--- src/rtl/alarm_trigger.sv ---
// Alarm trigger: stores a BCD alarm time, compares it with the running clock on
// each 1 Hz tick, and issues ring1 (alarm/snooze) and ring2 (hourly chime) pulses.
module alarm_trigger #(
  parameter int unsigned SNOOZE_SEC = 300,
  parameter int unsigned SNOOZE_WIN = 3,
  parameter bit          CHIME_EN   = 1'b1
) (
  input  logic       clk,
  input  logic       rst,
  input  logic       clk_1hz_posedge,
  input  logic [7:0] cur_hour,
  input  logic [7:0] cur_min,
  input  logic [7:0] cur_sec,
  input  logic       btn_set,
  input  logic       btn_inc,
  input  logic       btn_en,
  input  logic       btn_snooze,
  output logic       ring1,
  output logic       ring2,
  output logic [7:0] alarm_hour,
  output logic [7:0] alarm_min,
  output logic       alarm_en,
  output logic [1:0] set_state,
  output logic       snooze_active
);

  typedef enum logic [1:0] {
    StIdle    = 2'b00,
    StSetHour = 2'b01,
    StSetMin  = 2'b10
  } set_state_e;

  localparam logic [9:0] SnoozeLoad = 10'(SNOOZE_SEC);
  localparam logic [3:0] WinLoad    = 4'(SNOOZE_WIN);

  set_state_e state_q, state_d;
  logic       set_hist_q, inc_hist_q, en_hist_q, snz_hist_q;
  logic [7:0] hour_q, hour_d, min_q, min_d;
  logic       en_q, en_d;
  logic       active_q, active_d;
  logic [9:0] cnt_q, cnt_d;
  logic [3:0] win_q, win_d;
  logic       ring1_q, ring1_d, ring2_q, ring2_d;

  logic set_edge, inc_edge, en_edge, snz_edge;
  logic tick_idle, hit, chime, fire;

  function automatic logic [7:0] inc_hour(input logic [7:0] h);
    if (h == 8'h23)          return 8'h00;
    else if (h[3:0] == 4'd9) return {h[7:4] + 4'd1, 4'd0};
    else                     return {h[7:4], h[3:0] + 4'd1};
  endfunction

  function automatic logic [7:0] inc_min(input logic [7:0] m);
    if (m == 8'h59)          return 8'h00;
    else if (m[3:0] == 4'd9) return {m[7:4] + 4'd1, 4'd0};
    else                     return {m[7:4], m[3:0] + 4'd1};
  endfunction

  always_comb begin
    set_edge  = btn_set & ~set_hist_q;
    inc_edge  = btn_inc & ~inc_hist_q;
    en_edge   = btn_en & ~en_hist_q;
    snz_edge  = btn_snooze & ~snz_hist_q;

    tick_idle = clk_1hz_posedge && (state_q == StIdle);
    hit       = tick_idle && en_q && (cur_hour == hour_q) && (cur_min == min_q)
                && (cur_sec == 8'h00);
    chime     = CHIME_EN && tick_idle && (cur_min == 8'h00) && (cur_sec == 8'h00);

    state_d = state_q;
    if (set_edge) begin
      unique case (state_q)
        StIdle:    state_d = StSetHour;
        StSetHour: state_d = StSetMin;
        default:   state_d = StIdle;
      endcase
    end

    // A simultaneous set edge wins; the increment is dropped.
    hour_d = hour_q;
    min_d  = min_q;
    if (inc_edge && !set_edge) begin
      if (state_q == StSetHour) hour_d = inc_hour(hour_q);
      if (state_q == StSetMin)  min_d  = inc_min(min_q);
    end

    en_d     = en_q ^ en_edge;
    cnt_d    = cnt_q;
    win_d    = win_q;
    active_d = active_q;
    fire     = 1'b0;

    // Countdown and window run in every set_state; only the fire is gated to IDLE.
    if (clk_1hz_posedge) begin
      if (win_q != 4'd0) win_d = win_q - 4'd1;
      if (active_q) begin
        if (cnt_q == 10'd1) begin
          cnt_d    = 10'd0;
          active_d = 1'b0;
          win_d    = WinLoad;
          fire     = 1'b1;
        end else begin
          cnt_d = cnt_q - 10'd1;
        end
      end
    end

    if (snz_edge && (win_q != 4'd0)) begin
      cnt_d    = SnoozeLoad;
      active_d = 1'b1;
      win_d    = 4'd0;
    end

    if (hit) begin
      cnt_d    = 10'd0;
      active_d = 1'b0;
      win_d    = WinLoad;
    end

    if (en_edge && en_q) begin
      cnt_d    = 10'd0;
      active_d = 1'b0;
      win_d    = 4'd0;
    end

    ring1_d = hit || (fire && (state_q == StIdle));
    ring2_d = chime && !hit;
  end

  always_ff @(posedge clk or posedge rst) begin
    if (rst) begin
      state_q <= StIdle;
    end else begin
      state_q <= state_d;
    end
  end

  always_ff @(posedge clk or posedge rst) begin
    if (rst) begin
      set_hist_q <= 1'b0;
      inc_hist_q <= 1'b0;
      en_hist_q  <= 1'b0;
      snz_hist_q <= 1'b0;
      hour_q     <= 8'h07;
      min_q      <= 8'h00;
      en_q       <= 1'b0;
      active_q   <= 1'b0;
      cnt_q      <= 10'd0;
      win_q      <= 4'd0;
      ring1_q    <= 1'b0;
      ring2_q    <= 1'b0;
    end else begin
      set_hist_q <= btn_set;
      inc_hist_q <= btn_inc;
      en_hist_q  <= btn_en;
      snz_hist_q <= btn_snooze;
      hour_q     <= hour_d;
      min_q      <= min_d;
      en_q       <= en_d;
      active_q   <= active_d;
      cnt_q      <= cnt_d;
      win_q      <= win_d;
      ring1_q    <= ring1_d;
      ring2_q    <= ring2_d;
    end
  end

  assign ring1         = ring1_q;
  assign ring2         = ring2_q;
  assign alarm_hour    = hour_q;
  assign alarm_min     = min_q;
  assign alarm_en      = en_q;
  assign set_state     = state_q;
  assign snooze_active = active_q;

endmodule

--- config.mk ---
export PLATFORM = sky130hd
export DESIGN_NAME = alarm_trigger
export DESIGN_NICKNAME = d
export VERILOG_FILES = /design/src/rtl/alarm_trigger.sv
export SDC_FILE = /design/constraint.sdc
export NUM_CORES = 1
export LEC_CHECK = 0
export ABC_CLOCK_PERIOD_IN_PS = 5200
export CAP_MARGIN = 20
export CELL_PAD_IN_SITES_DETAIL_PLACEMENT = 1
export CELL_PAD_IN_SITES_GLOBAL_PLACEMENT = 1
export CORE_ASPECT_RATIO = 0.6
export CORE_MARGIN = 2
export CORE_UTILIZATION = 41
export CTS_CLUSTER_SIZE = 20
export DETAILED_ROUTE_END_ITERATION = 12
export PLACE_DENSITY = 0.92
export SYNTH_ARGS = -nofsm -noshare
export SYNTH_HDL_FRONTEND = slang
export SYNTH_SLANG_ARGS = --single-unit
export TNS_END_PERCENT = 50
--- constraint.sdc ---
create_clock -name clk -period 5.2 [get_ports clk]
set_input_delay 0.52 -clock clk [delete_from_list [all_inputs] [get_ports clk]]
set_output_delay 0.52 -clock clk [all_outputs]
set_load 0.05 [all_outputs]
==> PnR_summary.wiki, run 1 <==
{| class="wikitable"
! Metric !! Value
|-
| Leakage component of the power || 1.30 nW
|-
| Post-CTS setup repair buffer count || 0
|-
| Cell-by-cell listing of the critical path || clkdlybuf4s50_1 -> nand2b_1 -> and3b_1 -> nand3b_1 -> nor3_1 -> o21ai_0 -> a22o_1
|-
| HPWL after detailed placement || 5.29 mm
|-
| Cell Count, Final, Fillers Out || 385
|-
| Register area || 1000 um^2
|-
| DR pass1 iterations || 4
|-
| Area of the die || 6440 um^2
|-
| Category of the worst setup path capture point || register
|-
| Initial antenna violation count || 0
|-
| Final-report setup violation count || 0
|-
| Syn nets || around 290
|-
| Slowest stage cell on the critical path || sky130_fd_sc_hd__nor3_1
|-
| Diodes inserted || 0
|-
| Met1 global-route usage || 33.7%
|-
| Clock Sinks || 40
|-
| Critical Path RT || 5410 ps
|-
| Measured slew at the worst slew-check pin || roughly 860 ps
|-
| Final RePlAce weighted congestion || 0.918
|-
| Ys async rst share || 100%
|-
| Total length of routed wires || around 7.1 mm
|-
| Delay of the slowest critical-path stage || 640 ps
|-
| End point of the critical path || alarm_min[6]
|-
| Post-detailed-route count of antenna-violating nets || 0
|-
| Number of placed instances with taps included || 377
|-
| Minimum setup slack among reg-to-reg paths || roughly 2900 ps
|-
| Largest delay share family, worst path || simple AND/OR/NAND/NOR gates
|-
| Power density over cell area || slightly below 500 nW/um^2
|-
| Final worst-path cycle share || between 40% and 50%
|-
| Worst R2R Path Depth || 7
|-
| Fraction of the yosys area taken by sequential cells || around 42%
|-
| Wire length of the first global-routing pass || 11.8 mm
|-
| Global Route met2 Usage || between 30% and 40%
|-
| Die extent in x || 102 um
|-
| Cell count after synthesis || 246
|-
| Number of synthesized flops with an enable pin || 0
|-
| Number of standard-cell rows in the floorplan || 21
|-
| Origin of the worst setup path || btn_set
|-
| Critical-path maximum fanout || 6
|-
| Detailed-route via count || around 2200
|-
| Clk_lat worst skew || 310 ps
|-
| Relative max-transition margin || 42.3%
|-
| Total number of nets in the final design || 347
|-
| Worst Path Class, Setup || input pin to register
|-
| Cell area after synthesis || ~2400 um^2
|-
| Wire length per cell || 18.4 um
|-
| Synthesized flop and latch total || 40
|-
| Ratio of routed vias to standard cells || 5.60
|-
| Post-route setup slack || between 2000 and 3000 ps
|-
| Top achievable clock speed || 410 MHz
|-
| Ports || 53
|-
| Category of the worst setup path launch point || input pin
|-
| Global route total overflow || 0
|-
| Final Max Slew Viols || 0
|-
| Multi-input logic area || 1320 um^2
|-
| Critical R2R Launch || win_q[0]
|-
| Largest net degree at the start of global routing || 41
|-
| # DRC || 0
|-
| Final count of hold timing violations || 0
|-
| RR Endpoint || win_q[2]
|-
| Worst clock skew on the final layout || 5.31 ps
|-
| Number of H-tree branching levels || 2
|-
| Met3 Use GR || ~5.4%
|-
| Commonest cells after routing, fill and taps aside || sky130_fd_sc_hd__clkdlybuf4s50_1, sky130_fd_sc_hd__dfrtp_1, sky130_fd_sc_hd__nand2_1
|-
| Setup repair after global routing missed its margin || false
|-
| CTS tree || built
|-
| IO Port Bufs || between 50 and 60
|-
| Core area || 5600 um^2
|-
| Resized cells post-CTS || 0
|-
| Clock buffer count from CTS || 5
|-
| Post-synthesis to final-layout area growth || 31.2%
|-
| Worst path bufs/invs || 1
|-
| Post-Syn Area per Cell || a little under 10 um^2
|-
| Library cells used by synthesis || 50
|-
| Total Negative Setup Slacks || 0 ps
|-
| Proportion of layout cells with a drive suffix above 1 || 8.52%
|-
| Number of warning messages in the yosys log || 0
|-
| Instance count on the critical path || 7
|-
| Initial DRC Count || around 130
|-
| Height of the die || about 63 um
|-
| Fillers || 636
|-
| Most used flip-flop cell after synthesis || sky130_fd_sc_hd__dfrtp_1
|-
| Global routing usage summed across all routing layers || 24.0%
|-
| Via count of the first global-routing pass || 2195
|-
| Most Crowded Layer GR || met2
|-
| Overall Power || 1.55 mW
|-
| Worst Hold Class || register to register
|-
| Post-placement worst setup slack || ~2500 ps
|-
| Final critical delay including setup and external delays || 2440 ps
|-
| Buffer levels on the longest clock path || 2
|-
| Initial Utilization || approximately 42%
|-
| Result of the run || finished clean
|-
| Worst IR Drop VDD || 0.314 mV
|-
| Data arrival time of the critical path || between 2000 and 3000 ps
|-
| Cell at the root of the clock tree || sky130_fd_sc_hd__clkbuf_8
|-
| Leading cell type in the layout, fill and taps excluded || sky130_fd_sc_hd__clkdlybuf4s50_1
|-
| Count of maximum capacitance violations || 0
|-
| Clock-pin slew reported for the worst setup and hold paths after clock tree synthesis || 80 ps
|-
| CTS Hold Bufs || 0
|}
==> power by group <==
part	internal (mW)	total, mW	switching, mW
logic	0.283	0.703	0.420
clock network	0.170	0.292	0.123
registers	0.409	0.554	0.145
total	0.861	1.55	0.689
==> kinds of logic (layout without fill, tap and decap cells) <==
kind of cell / after synthesis / after routing / synth area share, %
compound gates: 50 / 50 / 14.0
xor+xnor: 19 / 19 / 7.00
fa+ha+maj: 12 / 12 / 6.32
buf+inv: 12 / 71 / 2.11
flops: 40 / 40 / 42.3
mux: 4 / 4 / 1.84
simple gates: 109 / 109 / 26.5
==> metal layers <==
layer / vias to the layer above / part of all wire (%)
met2: 48 / 46
met4: 0 / 1.1
met3: 7 / 4.3
li1: 1013 / -
met1: 1088 / 48
met5: - / 0
==> final cells by class <==
cell class                 instances  share of cell area (%)
inverter                          10                    1.20
multi-input combinational        194                    42.4
sequential                        40                    32.2
timing repair buffer              53                    16.9
clock buffer                       7                    3.09
tap                               80                    3.21
clock inverter                     1                   0.963
==> worst register-to-register path, delay by kind of cell, from the launching register on <==
family | cells | cell delay, ps
compound gates | 3 | 720
fa+ha+maj | 1 | 240
buf+inv | 1 | 80
flops | 1 | 380
simple gates | 2 | 810
==> synth_stat cells (all sizes together) (4+ instances only) <==
cell    count  area, um^2
nand3       8        40.0
a221oi      4        47.6
nor2       17        63.8
xnor2      14         123
nor4        4        40.0
inv        10        37.5
or3         6        37.5
ha         12         150
nand3b      6        45.0
a21oi      13        65.1
o21ai      16        83.8
nand2b      4        32.5
xor2        5        43.8
nor3b       5        42.5
dfrtp      37         926
nor3       15        75.1
a21o        4        30.0
nand2      23        91.3
nand4       5        31.3
==> registers in the layout, summed over array words and instances (netlist names), 2 cells and up <==
name	flops
cnt_q	10
alarm_min	8
alarm_hour	8
win_q	4
set_state	2
==> per-stage QoR <==
step           util, %  hold WS [ps]  instance area [um^2]
2_1_floorplan        -           499                  2380
3_3_place_gp      53.5           528                  2990
3_5_place_dp      53.5           533                  2990
4_1_cts           55.7           555                  3120
5_1_grt           55.7           570                  3120
6_report          55.7           555                  3120
==> worst min path at each step <==
stage          cells after the start       endpoint  slack, ps     startpoint
2_1_floorplan                      1       win_q[2]        500       win_q[2]
3_3_place_gp                       2  alarm_hour[0]        530  alarm_hour[0]
3_5_place_dp                       1       win_q[2]        530       win_q[2]
4_1_cts                            2  alarm_hour[0]        560  alarm_hour[0]
5_1_grt                            2  alarm_hour[0]        570  alarm_hour[0]
6_report                           2  alarm_hour[0]        560  alarm_hour[0]
No activity file was read; power rests on OpenSTA's default activity.
==> run 2: changes to the inputs <==
--- a/config.mk
+++ b/config.mk
@@ -5,16 +5,16 @@
 export SDC_FILE = /design/constraint.sdc
 export NUM_CORES = 1
 export LEC_CHECK = 0
-export ABC_CLOCK_PERIOD_IN_PS = 5200
+export ABC_CLOCK_PERIOD_IN_PS = 2400
 export CAP_MARGIN = 20
 export CELL_PAD_IN_SITES_DETAIL_PLACEMENT = 1
 export CELL_PAD_IN_SITES_GLOBAL_PLACEMENT = 1
 export CORE_ASPECT_RATIO = 0.6
 export CORE_MARGIN = 2
-export CORE_UTILIZATION = 41
+export CORE_UTILIZATION = 38
 export CTS_CLUSTER_SIZE = 20
 export DETAILED_ROUTE_END_ITERATION = 12
-export PLACE_DENSITY = 0.92
+export PLACE_DENSITY = 0.86
 export SYNTH_ARGS = -nofsm -noshare
 export SYNTH_HDL_FRONTEND = slang
 export SYNTH_SLANG_ARGS = --single-unit
==> constraint.sdc (replaced) <==
create_clock -name clk -period 2.4 [get_ports clk]
set_input_delay 0.24 -clock clk [delete_from_list [all_inputs] [get_ports clk]]
set_output_delay 0.24 -clock clk [all_outputs]
set_load 0.05 [all_outputs]
==> run 2 against run 1 <==
Combinational power grew 130%. Register-to-register slack lost 2500 ps. Die area grew 7.5%. Routed wire length shrank 4.0%. Sequential share of layout area shrank 0.40 points. Via count shrank 1.9%. Cell count grew 3.6%. First-iteration DRC count shrank 51%. Core utilization shrank 3.8 points. Critical endpoint is now win_q[2]. Largest power group unchanged. Highest routed layer unchanged.
==> PnR_summary.wiki, run 2 (synthesized netlist as in run 1, its figures left out) <==
{| class="wikitable"
! Metric !! Value
|-
| Proportion of layout cells with a drive suffix above 1 || 11.1% (+2.6 points)
|-
| Post-synthesis to final-layout area growth || 32.9%
|-
| Count of maximum capacitance violations || 0 (unchanged)
|-
| Data arrival time of the critical path || 2320 ps (-330 ps)
|-
| Top achievable clock speed || 483 MHz
|-
| Clk_lat worst skew || 310 ps (about the same)
|-
| RR Endpoint || win_q[2]
|-
| Global route total overflow || 0 (unchanged)
|-
| Final core utilization || 51.9% (-3.8 points)
|-
| Final worst-path cycle share || 86.3%
|-
| Delay of the slowest critical-path stage || 420 ps (-220 ps)
|-
| Largest delay share family, worst path || compound AO/OA/AOI/OAI gates
|-
| Flip-flop count of the largest register after layout || 10 (unchanged)
|-
| DR pass1 iterations || 4 (unchanged)
|-
| Hold path endpoint || en_hist_q
|-
| Diodes inserted || 0 (unchanged)
|-
| Measured slew at the worst slew-check pin || 528 ps (-336 ps)
|-
| Clock Sinks || 40 (unchanged)
|-
| Worst Hold Launch || btn_en
|-
| Resized cells post-CTS || 0 (unchanged)
|-
| Number of standard-cell rows in the floorplan || 22 (+4.8%)
|-
| Total length of routed wires || 6.81 mm (-4.0%)
|-
| Hold Path Stages || 1 (-1)
|-
| Total Negative Setup Slacks || 0 ps (unchanged)
|-
| Post-CTS setup repair buffer count || 0 (unchanged)
|-
| Wire length of the first global-routing pass || 11.4 mm (-3.5%)
|-
| Category of the worst setup path capture point || register
|-
| Minimum setup slack among reg-to-reg paths || 330 ps (-2540 ps)
|-
| Leakage component of the power || 1.32 nW (+2.2%)
|-
| Slowest stage cell on the critical path || sky130_fd_sc_hd__dfrtp_1
|-
| HPWL after detailed placement || 5.22 mm (-1.4%)
|-
| Setup repair after global routing missed its margin || false
|-
| Ports || 53 (unchanged)
|-
| Critical-path maximum fanout || 5 (-1)
|-
| Result of the run || finished clean
|-
| Final critical delay including setup and external delays || between 2000 and 2500 ps
|-
| Initial antenna violation count || 0 (unchanged)
|-
| Core area || 6080 um^2 (+8.7%)
|-
| Clock buffer count from CTS || 5 (unchanged)
|-
| # DRC || 0 (unchanged)
|-
| Category of the worst setup path launch point || register
|-
| Wire length per cell || 17.1 um (-7.4%)
|-
| Critical R2R Launch || win_q[0]
|-
| Cell at the root of the clock tree || sky130_fd_sc_hd__clkbuf_8
|-
| Largest net degree at the start of global routing || 41 (unchanged)
|-
| Leading cell type in the layout, fill and taps excluded || sky130_fd_sc_hd__clkdlybuf4s50_1
|-
| Worst IR Drop VDD || 0.551 mV (+76%)
|-
| Initial DRC Count || 63 (-51%)
|-
| IO Port Bufs || 52 (unchanged)
|-
| Final-report setup violation count || 0 (unchanged)
|-
| Height of the die || 65.3 um (+3.6%)
|-
| Worst path bufs/invs || 2 (+1)
|-
| CTS Hold Bufs || 0 (unchanged)
|-
| Buffer levels on the longest clock path || 2 (unchanged)
|-
| CTS tree || built
|-
| Final RePlAce weighted congestion || 0.856 (-6.8%)
|-
| Via count of the first global-routing pass || 2186 (-0.41%)
|-
| Number of H-tree branching levels || 2 (unchanged)
|-
| Total number of nets in the final design || 357 (+2.9%)
|-
| Worst clock skew on the final layout || 10.1 ps (+4.76 ps)
|-
| Initial Utilization || 39.1% (-3.4 points)
|-
| Die extent in x || 106 um (+3.7%)
|-
| Commonest cells after routing, fill and taps aside || sky130_fd_sc_hd__clkdlybuf4s50_1, sky130_fd_sc_hd__dfrtp_1, sky130_fd_sc_hd__nand2_1
|-
| Post-detailed-route count of antenna-violating nets || 0 (unchanged)
|-
| Worst Hold Class || input pin to register
|-
| Final count of hold timing violations || 0 (unchanged)
|-
| Detailed-route via count || 2114 (-1.9%)
|-
| Power density over cell area || 1020 nW/um^2 (+110%)
|-
| Ratio of routed vias to standard cells || 5.30 (-5.4%)
|-
| Worst R2R Path Depth || 8 (+1)
|-
| Relative max-transition margin || 64.8% (+22 points)
|-
| Final Max Slew Viols || 0 (unchanged)
|-
| Top reg by flops || cnt_q
|-
| Critical Path RT || 2650 ps (-2760 ps)
|-
| Area of the die || 6920 um^2 (+7.5%)
|-
| Worst Path Class, Setup || register to register
|-
| Global routing usage summed across all routing layers || 21.4% (-2.6 points)
|-
| Clock-pin slew reported for the worst setup and hold paths after clock tree synthesis || 90 ps (about the same)
|-
| Cell-by-cell listing of the critical path || inv_1 -> ha_1 -> nor3b_2 -> nor3b_1 -> buf_4 -> a211o_1 -> o32ai_1 -> a21o_1
|}
## run 2: cell count changes in the layout (fill, tap and decap cells not counted)
cell,previous run,this run
sky130_fd_sc_hd__buf_4,1,11
sky130_fd_sc_hd__clkbuf_8,7,5
sky130_fd_sc_hd__bufinv_16,1,0
sky130_fd_sc_hd__clkbuf_1,0,1
sky130_fd_sc_hd__clkinv_2,0,1
sky130_fd_sc_hd__clkinvlp_4,0,1
## run 2: power by group
part	switching, mW	internal (mW)
clock	0.257	0.204
sequential	0.287	0.887
combinational	0.931	0.659
total	1.48	1.75
## run 2: how the worst max path moves through the flow
stage / from / end / depth (start not counted)
final: win_q[0] / win_q[2] / 8
after global routing: cnt_q[2] / cnt_q[5] / 6
after CTS: win_q[0] / win_q[2] / 8
after detailed placement: clk_1hz_posedge / win_q[2] / 7
after global placement: clk_1hz_posedge / win_q[2] / 7
after floorplan: set_state[0] / win_q[2] / 8
## run 2: area by class of cell
type,count,area (um^2)
Clock buffer,6,72.6
Timing Repair Buffer,63,603
Tap cell,84,105
Fill cell,707,2930
Sequential cell,40,1000
Clock inverter,2,12.5
Inverter,10,37.5
Multi-Input combinational cell,194,1320
## run 2: routing by layer
layer / global-route usage (%) / vias up / wire (um)
met2: 32.5 / 43 / 2900
met5: 0 / - / 0
met3: 4.96 / 5 / 264
li1: - / 1028 / -
met4: 4.44 / 0 / 53
met1: 31.2 / 1038 / 3590
## run 2: worst reg2reg max path, stage by stage, from the launching register on
cell and delay (ps):
sky130_fd_sc_hd__dfrtp_1 420, sky130_fd_sc_hd__inv_1 110, sky130_fd_sc_hd__ha_1 220, sky130_fd_sc_hd__nor3b_2 340, sky130_fd_sc_hd__nor3b_1 90, sky130_fd_sc_hd__buf_4 170
sky130_fd_sc_hd__a211o_1 270, sky130_fd_sc_hd__o32ai_1 240, sky130_fd_sc_hd__a21o_1 150
## run 2: stage by stage
stage	std cells	power [mW]	cell area (um^2)	hold slack (ps)	setup WS, ps
after detailed placement	391	2.75	3070	536	249
final	399	3.22	3160	382	329
after floorplan	246	2.19	2380	271	265
after global routing	399	3.45	3160	378	188
after CTS	399	3.23	3160	383	335
after global placement	391	2.69	3070	526	284
